`src/rtl/cpx_buf_pkg.sv`:
```
// Shared types and parameter defaults for the CPX repeater/outstanding-tracker slice.
package cpx_buf_pkg;

  localparam int unsigned NCH_DEF     = 8;
  localparam int unsigned STAGES_DEF  = 1;
  localparam int unsigned MAX_OUT_DEF = 2;

  typedef enum logic {
    ATOM_IDLE = 1'b0,
    ATOM_PAIR = 1'b1
  } atom_state_e;

endpackage

```
`src/rtl/cpx_buf_pipe_if.sv`:
```
// Scache<->CPX request/grant bundle; slave is the repeater, master drives raw inputs.
interface cpx_buf_pipe_if
  import cpx_buf_pkg::*;
#(
  parameter int unsigned NCH = NCH_DEF
);
  logic [NCH-1:0] cpx_scache_grant_ca;
  logic [NCH-1:0] scache_cpx_req_cq_l;
  logic           scache_cpx_atom_cq_l;
  logic           err_clr;
  logic [NCH-1:0] cpx_scache_grant_buf_ca;
  logic [NCH-1:0] scache_cpx_req_buf_cq;
  logic           scache_cpx_atom_buf_cq;
  logic [NCH-1:0] chan_full;
  logic [NCH-1:0] err_ovf;
  logic [NCH-1:0] err_unf;
  logic           err_atom;

  modport slave (
    input  cpx_scache_grant_ca, scache_cpx_req_cq_l, scache_cpx_atom_cq_l, err_clr,
    output cpx_scache_grant_buf_ca, scache_cpx_req_buf_cq, scache_cpx_atom_buf_cq,
           chan_full, err_ovf, err_unf, err_atom
  );

  modport master (
    output cpx_scache_grant_ca, scache_cpx_req_cq_l, scache_cpx_atom_cq_l, err_clr,
    input  cpx_scache_grant_buf_ca, scache_cpx_req_buf_cq, scache_cpx_atom_buf_cq,
           chan_full, err_ovf, err_unf, err_atom
  );

endinterface

```
`src/rtl/cpx_out_cnt.sv`:
```
// Per-channel outstanding-request counter with sticky overflow/underflow flags.
module cpx_out_cnt
  import cpx_buf_pkg::*;
#(
  parameter int unsigned MAX_OUT = MAX_OUT_DEF
) (
  input  logic rclk,
  input  logic arst_l,
  input  logic inc,
  input  logic dec,
  input  logic err_clr,
  output logic full,
  output logic err_ovf,
  output logic err_unf
);

  localparam int unsigned     CW      = $clog2(MAX_OUT + 1);
  localparam logic [CW-1:0]   CNT_MAX = CW'(MAX_OUT);

  logic [CW-1:0] cnt_q, cnt_d;
  logic          ovf_q, ovf_d;
  logic          unf_q, unf_d;
  logic          ovf_ev, unf_ev;

  always_comb begin
    cnt_d  = cnt_q;
    ovf_ev = 1'b0;
    unf_ev = 1'b0;
    if (inc && !dec) begin
      if (cnt_q == CNT_MAX) ovf_ev = 1'b1;
      else                  cnt_d  = cnt_q + CW'(1);
    end else if (dec && !inc) begin
      if (cnt_q == '0) unf_ev = 1'b1;
      else             cnt_d  = cnt_q - CW'(1);
    end
    // a new event wins over a coincident clear
    ovf_d = ovf_ev | (ovf_q & ~err_clr);
    unf_d = unf_ev | (unf_q & ~err_clr);
  end

  always_ff @(posedge rclk or negedge arst_l) begin
    if (!arst_l) begin
      cnt_q <= '0;
      ovf_q <= 1'b0;
      unf_q <= 1'b0;
    end else begin
      cnt_q <= cnt_d;
      ovf_q <= ovf_d;
      unf_q <= unf_d;
    end
  end

  assign full    = (cnt_q == CNT_MAX);
  assign err_ovf = ovf_q;
  assign err_unf = unf_q;

endmodule

```
`src/rtl/cpx_buf_pipe.sv`:
```
// CPX request/grant repeater: STAGES-deep flop pipeline plus outstanding tracking
// per channel and an atomic-pair protocol checker on the buffered side.
module cpx_buf_pipe
  import cpx_buf_pkg::*;
#(
  parameter int unsigned NCH     = NCH_DEF,
  parameter int unsigned STAGES  = STAGES_DEF,
  parameter int unsigned MAX_OUT = MAX_OUT_DEF
) (
  input  logic           rclk,
  input  logic           arst_l,
  cpx_buf_pipe_if.slave  bus
);

  localparam int unsigned PW = 2 * NCH + 1;

  logic [PW-1:0]  pipe_q [STAGES];
  logic [PW-1:0]  pipe_d [STAGES];
  logic [NCH-1:0] grant_buf, req_buf;
  logic           atom_buf;
  logic [NCH-1:0] chan_full, err_ovf, err_unf;

  atom_state_e    state_q, state_d;
  logic [NCH-1:0] cap_q, cap_d;
  logic           err_atom_q, err_atom_d;
  logic           atom_ev;

  // inversion happens at the pipe entry so a cleared stage reads as "no request"
  always_comb begin
    pipe_d[0] = {bus.cpx_scache_grant_ca, ~bus.scache_cpx_req_cq_l, ~bus.scache_cpx_atom_cq_l};
    for (int unsigned s = 1; s < STAGES; s++) pipe_d[s] = pipe_q[s-1];
  end

  always_ff @(posedge rclk or negedge arst_l) begin
    if (!arst_l) begin
      for (int unsigned s = 0; s < STAGES; s++) pipe_q[s] <= '0;
    end else begin
      for (int unsigned s = 0; s < STAGES; s++) pipe_q[s] <= pipe_d[s];
    end
  end

  assign {grant_buf, req_buf, atom_buf} = pipe_q[STAGES-1];

  for (genvar i = 0; i < NCH; i++) begin : g_ch
    cpx_out_cnt #(.MAX_OUT(MAX_OUT)) u_cnt (
      .rclk    (rclk),
      .arst_l  (arst_l),
      .inc     (req_buf[i]),
      .dec     (bus.cpx_scache_grant_ca[i]),
      .err_clr (bus.err_clr),
      .full    (chan_full[i]),
      .err_ovf (err_ovf[i]),
      .err_unf (err_unf[i])
    );
  end

  always_comb begin
    state_d = state_q;
    cap_d   = cap_q;
    atom_ev = 1'b0;
    case (state_q)
      ATOM_IDLE: begin
        if (atom_buf) begin
          if (|req_buf) begin
            cap_d   = req_buf;
            state_d = ATOM_PAIR;
          end else begin
            atom_ev = 1'b1;
          end
        end
      end
      ATOM_PAIR: begin
        state_d = ATOM_IDLE;
        if (req_buf != cap_q) atom_ev = 1'b1;
      end
      default: state_d = ATOM_IDLE;
    endcase
    err_atom_d = atom_ev | (err_atom_q & ~bus.err_clr);
  end

  always_ff @(posedge rclk or negedge arst_l) begin
    if (!arst_l) begin
      state_q    <= ATOM_IDLE;
      cap_q      <= '0;
      err_atom_q <= 1'b0;
    end else begin
      state_q    <= state_d;
      cap_q      <= cap_d;
      err_atom_q <= err_atom_d;
    end
  end

  assign bus.cpx_scache_grant_buf_ca = grant_buf;
  assign bus.scache_cpx_req_buf_cq   = req_buf;
  assign bus.scache_cpx_atom_buf_cq  = atom_buf;
  assign bus.chan_full               = chan_full;
  assign bus.err_ovf                 = err_ovf;
  assign bus.err_unf                 = err_unf;
  assign bus.err_atom                = err_atom_q;

endmodule

```
`src/flat_wrapper.sv`:
```
// flat-port wrapper written by rule: the top's interface ports become plain ports
module cpx_buf_pipe_flat import cpx_buf_pkg::*;
#(
  parameter int unsigned NCH     = NCH_DEF,
  parameter int unsigned STAGES  = STAGES_DEF,
  parameter int unsigned MAX_OUT = MAX_OUT_DEF
)
  (rclk, arst_l, bus_cpx_scache_grant_ca, bus_scache_cpx_req_cq_l, bus_scache_cpx_atom_cq_l, bus_err_clr, bus_cpx_scache_grant_buf_ca, bus_scache_cpx_req_buf_cq, bus_scache_cpx_atom_buf_cq, bus_chan_full, bus_err_ovf, bus_err_unf, bus_err_atom);
  cpx_buf_pipe_if #(.NCH(NCH)) bus_i ();
  input  logic rclk;
  input  logic arst_l;
  input wire logic [$bits(bus_i.cpx_scache_grant_ca)-1:0] bus_cpx_scache_grant_ca;
  input wire logic [$bits(bus_i.scache_cpx_req_cq_l)-1:0] bus_scache_cpx_req_cq_l;
  input wire logic [$bits(bus_i.scache_cpx_atom_cq_l)-1:0] bus_scache_cpx_atom_cq_l;
  input wire logic [$bits(bus_i.err_clr)-1:0] bus_err_clr;
  output wire logic [$bits(bus_i.cpx_scache_grant_buf_ca)-1:0] bus_cpx_scache_grant_buf_ca;
  output wire logic [$bits(bus_i.scache_cpx_req_buf_cq)-1:0] bus_scache_cpx_req_buf_cq;
  output wire logic [$bits(bus_i.scache_cpx_atom_buf_cq)-1:0] bus_scache_cpx_atom_buf_cq;
  output wire logic [$bits(bus_i.chan_full)-1:0] bus_chan_full;
  output wire logic [$bits(bus_i.err_ovf)-1:0] bus_err_ovf;
  output wire logic [$bits(bus_i.err_unf)-1:0] bus_err_unf;
  output wire logic [$bits(bus_i.err_atom)-1:0] bus_err_atom;
  assign bus_i.cpx_scache_grant_ca = bus_cpx_scache_grant_ca;
  assign bus_i.scache_cpx_req_cq_l = bus_scache_cpx_req_cq_l;
  assign bus_i.scache_cpx_atom_cq_l = bus_scache_cpx_atom_cq_l;
  assign bus_i.err_clr = bus_err_clr;
  assign bus_cpx_scache_grant_buf_ca = bus_i.cpx_scache_grant_buf_ca;
  assign bus_scache_cpx_req_buf_cq = bus_i.scache_cpx_req_buf_cq;
  assign bus_scache_cpx_atom_buf_cq = bus_i.scache_cpx_atom_buf_cq;
  assign bus_chan_full = bus_i.chan_full;
  assign bus_err_ovf = bus_i.err_ovf;
  assign bus_err_unf = bus_i.err_unf;
  assign bus_err_atom = bus_i.err_atom;
  cpx_buf_pipe #(.NCH(NCH), .STAGES(STAGES), .MAX_OUT(MAX_OUT)) u_core (.rclk(rclk), .arst_l(arst_l), .bus(bus_i));
endmodule
```
`config.mk`:
```
export PLATFORM = sky130hd
export DESIGN_NAME = cpx_buf_pipe_flat
export DESIGN_NICKNAME = d
export VERILOG_FILES = /design/src/rtl/cpx_buf_pkg.sv /design/src/rtl/cpx_buf_pipe_if.sv /design/src/rtl/cpx_out_cnt.sv /design/src/rtl/cpx_buf_pipe.sv /design/src/flat_wrapper.sv
export SDC_FILE = /design/constraint.sdc
export NUM_CORES = 1
export LEC_CHECK = 0
export CORE_MARGIN = 1
export CORE_UTILIZATION = 35
export DETAILED_ROUTE_END_ITERATION = 12
export GPL_ROUTABILITY_DRIVEN = 0
export GPL_TIMING_DRIVEN = 1
export PLACE_DENSITY = 0.56
export SYNTH_ARGS = -nofsm -noshare
export SYNTH_HDL_FRONTEND = slang
export SYNTH_SLANG_ARGS = --single-unit
export TNS_END_PERCENT = 50
```
`constraint.sdc`:
```
create_clock -name rclk -period 2.7 [get_ports rclk]
set_clock_uncertainty 0.05 [all_clocks]
set_input_delay 0.405 -clock rclk [delete_from_list [all_inputs] [get_ports rclk]]
set_output_delay 0.405 -clock rclk [all_outputs]
set_load 0.03 [all_outputs]
```
==> qor.json <==
{
  "outcome": {"value": "completed"},
  "postSynthRegisterBits": {"value": 59},
  "synth-warning-count": {"value": 0},
  "worstMarginPinSlew": {"value": 0.675, "unit": "ns"},
  "design.die.area": {"value": 0.00865, "unit": "mm2"},
  "syn-cell-area": {"value": 0.00290, "unit": "mm2"},
  "post-synth-top-area-fraction": {"value": 50.9, "unit": "%"},
  "max_cap_violations": {"value": 0},
  "layout.cell_area.non_filler": {"value": 0.00356, "unit": "mm2"},
  "synth_common_cells": {"value": "59 x dfrtp_1, 38 x inv_1, 32 x buf_4"},
  "ctsLongestPathBuffers": {"value": 2},
  "floorplan.die.height": {"value": 93.0, "unit": "um"},
  "via_count_of_the_first_global_routing_pass": {"value": 1879},
  "final-max-slew-violation-count": {"value": 0},
  "synthFlopType": {"value": "dfrtp_1"},
  "cts_repair_resize_count": {"value": 0},
  "via_count": {"value": 1908},
  "max_clock_freq": {"value": 463, "unit": "MHz"},
  "wirelength": {"value": 5280, "unit": "um"},
  "fin_crit": {"value": 2.16, "unit": "ns"},
  "power_per_cell_area": {"value": 777, "unit": "mW/mm2"},
  "timing.max_slew.rel_slack": {"value": 54.9, "unit": "%"},
  "post_synth_num_cell_types": {"value": 25},
  "synth.top_cells.by_area": {"value": "dfrtp_1 51%, buf_4 8.3%, ha_1 6.9%, inv_1 4.9%, xnor2_1 4.8%"},
  "start_kind": {"value": "register"},
  "numClockSinks": {"value": 59},
  "avgViaCountPerCell": {"value": 4.65},
  "grt_util_all_layers": {"value": 13.7, "unit": "%"},
  "globalRouteOverflowTotal": {"value": 0},
  "synth.area.mux_share": {"value": 4.45, "unit": "%"},
  "cts_tree": {"value": "yes"},
  "dpl.hpwl": {"value": 3660, "unit": "um"},
  "synth_enable_flop_cells": {"value": 0},
  "category_of_the_critical_setup_timing_path": {"value": "reg2out"},
  "clkTransAtPathRegs": {"value": 0.07, "unit": "ns"},
  "drt-initial-drc-count": {"value": 78},
  "boundaryPins": {"value": 62},
  "insertion_delay": {"value": 0.33, "unit": "ns"},
  "grt_max_degree": {"value": 37},
  "cts_hold_repair.buffers": {"value": 0},
  "compound_gate_portion_of_the_synthesized_area": {"value": 11.0, "unit": "%"},
  "insertedDiodeCount": {"value": 0},
  "die_w": {"value": 93.0, "unit": "um"},
  "worst-endpoint-required": {"value": 2.25, "unit": "ns"},
  "yosys.area.top_type": {"value": "dfrtp_1"},
  "setup-violations-final": {"value": 0},
  "cpMaxStageDelayCell": {"value": "clkdlybuf4s50_1"},
  "async_flop_share": {"value": 100, "unit": "%"},
  "post_synth.cell_area_avg": {"value": 11.0, "unit": "um2"},
  "antenna_violating_nets_post_route": {"value": 0},
  "cts_setup_buffers": {"value": 0},
  "clk_root_buffer_cell": {"value": "clkbuf_8"},
  "yosys.area_share.adder": {"value": 6.91, "unit": "%"},
  "total_power": {"value": 0.00277, "unit": "W"},
  "firstDrtPassIters": {"value": 4},
  "dpl-instance-area": {"value": 0.00341, "unit": "mm2"},
  "power.static_leakage": {"value": 1.69, "unit": "nW"},
  "area.growth.synth_to_final": {"value": 22.9, "unit": "%"},
  "worstPathCellList": {"value": "nor2b_1 -> clkdlybuf4s50_1"},
  "post-route-drc-count": {"value": 0},
  "grt_antenna_before_repair": {"value": 0},
  "critPathCaptureType": {"value": "output port"},
  "num-fill-cells": {"value": 765},
  "detail_route.wl_per_cell": {"value": 12.9, "unit": "um"},
  "syn_inst": {"value": 263},
  "num-nets-final": {"value": 339},
  "io_buffers": {"value": 61},
  "row_count": {"value": 32},
  "parity_gate_share_of_the_synthesized_area_counting_xor_and_xnor_cells": {"value": 4.84, "unit": "%"},
  "yosys.cell_count.top_type": {"value": "dfrtp_1"},
  "synth_top_family_by_area": {"value": "buffers and inverters"},
  "min_period_over_period": {"value": 80.0, "unit": "%"},
  "path_delay_family": {"value": "buffers and inverters"},
  "cpPeakStageDelay": {"value": 0.71, "unit": "ns"},
  "post_synth_and_or_nand_nor_area_fraction": {"value": 8.55, "unit": "%"},
  "final_layout_size_suffix_gt1_share": {"value": 7.79, "unit": "%"},
  "cts_inserted_buffers": {"value": 9},
  "holdCritPathClass": {"value": "in2async"},
  "synth_fp_nets": {"value": 299},
  "worst_path_bufs_invs": {"value": 1},
  "grt_setup_unrepaired": {"value": "false"},
  "final_hold_viol_count": {"value": 0},
  "cts-htree-levels": {"value": 3},
  "grt_first_pass_wirelength": {"value": 8890, "unit": "um"},
  "totalNegativeSetupSlack": {"value": 0, "unit": "ns"},
  "peakVddDrop": {"value": 393, "unit": "uV"},
  "timing.critical_path.arrival": {"value": 1.70, "unit": "ns"},
  "cp_max_fo": {"value": 5},
  "floorplan.initialDensity": {"value": 36.9, "unit": "%"},
  "fp.coreArea": {"value": 0.00785, "unit": "mm2"},
  "synth_seq_area_share": {"value": 50.9, "unit": "%"}
}
per-layer routing:
metal  vias up  global-route usage (%)  share of wire, %
met5         -                       0                 0
met4         0                    3.85              0.68
met3         4                    6.10               6.2
met2        49                    21.3                47
met1       920                    17.1                46
li1        935                       -                 -
sequential cells by signal (all words and copies together), names as in the netlist:
register,flops
u_core.bus.err_atom,1
u_core.cap_q,8
u_core.g_ch.u_cnt.cnt_q,16
u_core.g_ch.u_cnt.err_ovf,8
u_core.g_ch.u_cnt.err_unf,8
u_core.pipe_q,17
u_core.state_q,1
cells in the final DEF (no fill, tap or decap), types with 2 or more instances in the layout:
| cell | instances |
|---|---|
| clkinv_2 | 3 |
| inv_1 | 38 |
| a22o_1 | 8 |
| a21oi_1 | 5 |
| nand4_1 | 2 |
| clkdlybuf4s50_1 | 60 |
| clkbuf_1 | 4 |
| ha_1 | 16 |
| xnor2_1 | 16 |
| nor2_1 | 15 |
| nor4_2 | 2 |
| nand2_1 | 4 |
| o21ai_0 | 7 |
| o22ai_1 | 6 |
| mux2_2 | 7 |
| a32o_1 | 5 |
| dfrtp_1 | 59 |
| clkbuf_8 | 9 |
| nor2b_1 | 7 |
| a21o_1 | 11 |
| nor3b_1 | 3 |
| nor4b_1 | 3 |
| nor3_1 | 8 |
| mux2i_1 | 5 |
logic make-up (layout without fill, tap and decap cells):
kind of cell / count (synthesis) / count (layout)
simple gates: 45 / 45
mux: 12 / 12
xor+xnor: 16 / 16
buf+inv: 71 / 116
compound gates: 44 / 44
fa+ha+maj: 16 / 16
flops: 59 / 59
area by class of cell:
| class | count | area (um2) | area share [%] |
|---|---|---|---|
| Sequential cell | 59 | 1480 | 41.5 |
| Multi-Input combinational cell | 133 | 1030 | 29.1 |
| Timing Repair Buffer | 62 | 626 | 17.6 |
| Inverter | 38 | 143 | 4.01 |
| Clock buffer | 13 | 139 | 3.90 |
| Tap cell | 102 | 128 | 3.58 |
| Clock inverter | 3 | 15.0 | 0.422 |
stage by stage:
step | setup WS [ns] | utilization [%] | instances | hold WS, ns
after detailed placement | 0.876 | 43.4 | 394 | 0.405
after global routing | 0.415 | 45.4 | 410 | 0.0542
after floorplan | 1.22 | - | 263 | 0.0594
final | 0.541 | 45.4 | 410 | 0.0182
after CTS | 0.510 | 45.4 | 410 | 0.0352
after global placement | 0.886 | 43.4 | 394 | 0.394
where the power goes:
group / total, W / switching (W) / internal (W)
clock network: 0.000660 / 0.000330 / 0.000330
registers: 0.00123 / 0.000172 / 0.00106
logic: 0.000879 / 0.000461 / 0.000418
total: 0.00277 / 0.000963 / 0.00181
worst paths after layout:
path / startpoint / depth (start not counted) / endpoint / slack (ns)
setup / recovery: u_core.g_ch[0].u_cnt.cnt_q[1] / 2 / bus_chan_full[0] / 0.54
hold reg to reg: u_core.g_ch[1].u_cnt.err_unf / 1 / u_core.g_ch[1].u_cnt.err_unf / 0.43
hold / removal: arst_l / 1 / u_core.g_ch[2].u_cnt.cnt_q[1] / 0.02
min in group rclk: u_core.g_ch[1].u_cnt.err_unf / 1 / u_core.g_ch[1].u_cnt.err_unf / 0.43
setup reg to reg: u_core.pipe_q[7] / 3 / u_core.cap_q[2] / 1.11
max in group asynchronous: arst_l / 2 / u_core.g_ch[4].u_cnt.cnt_q[1] / 1.98
(Power assumes the default switching activity.)
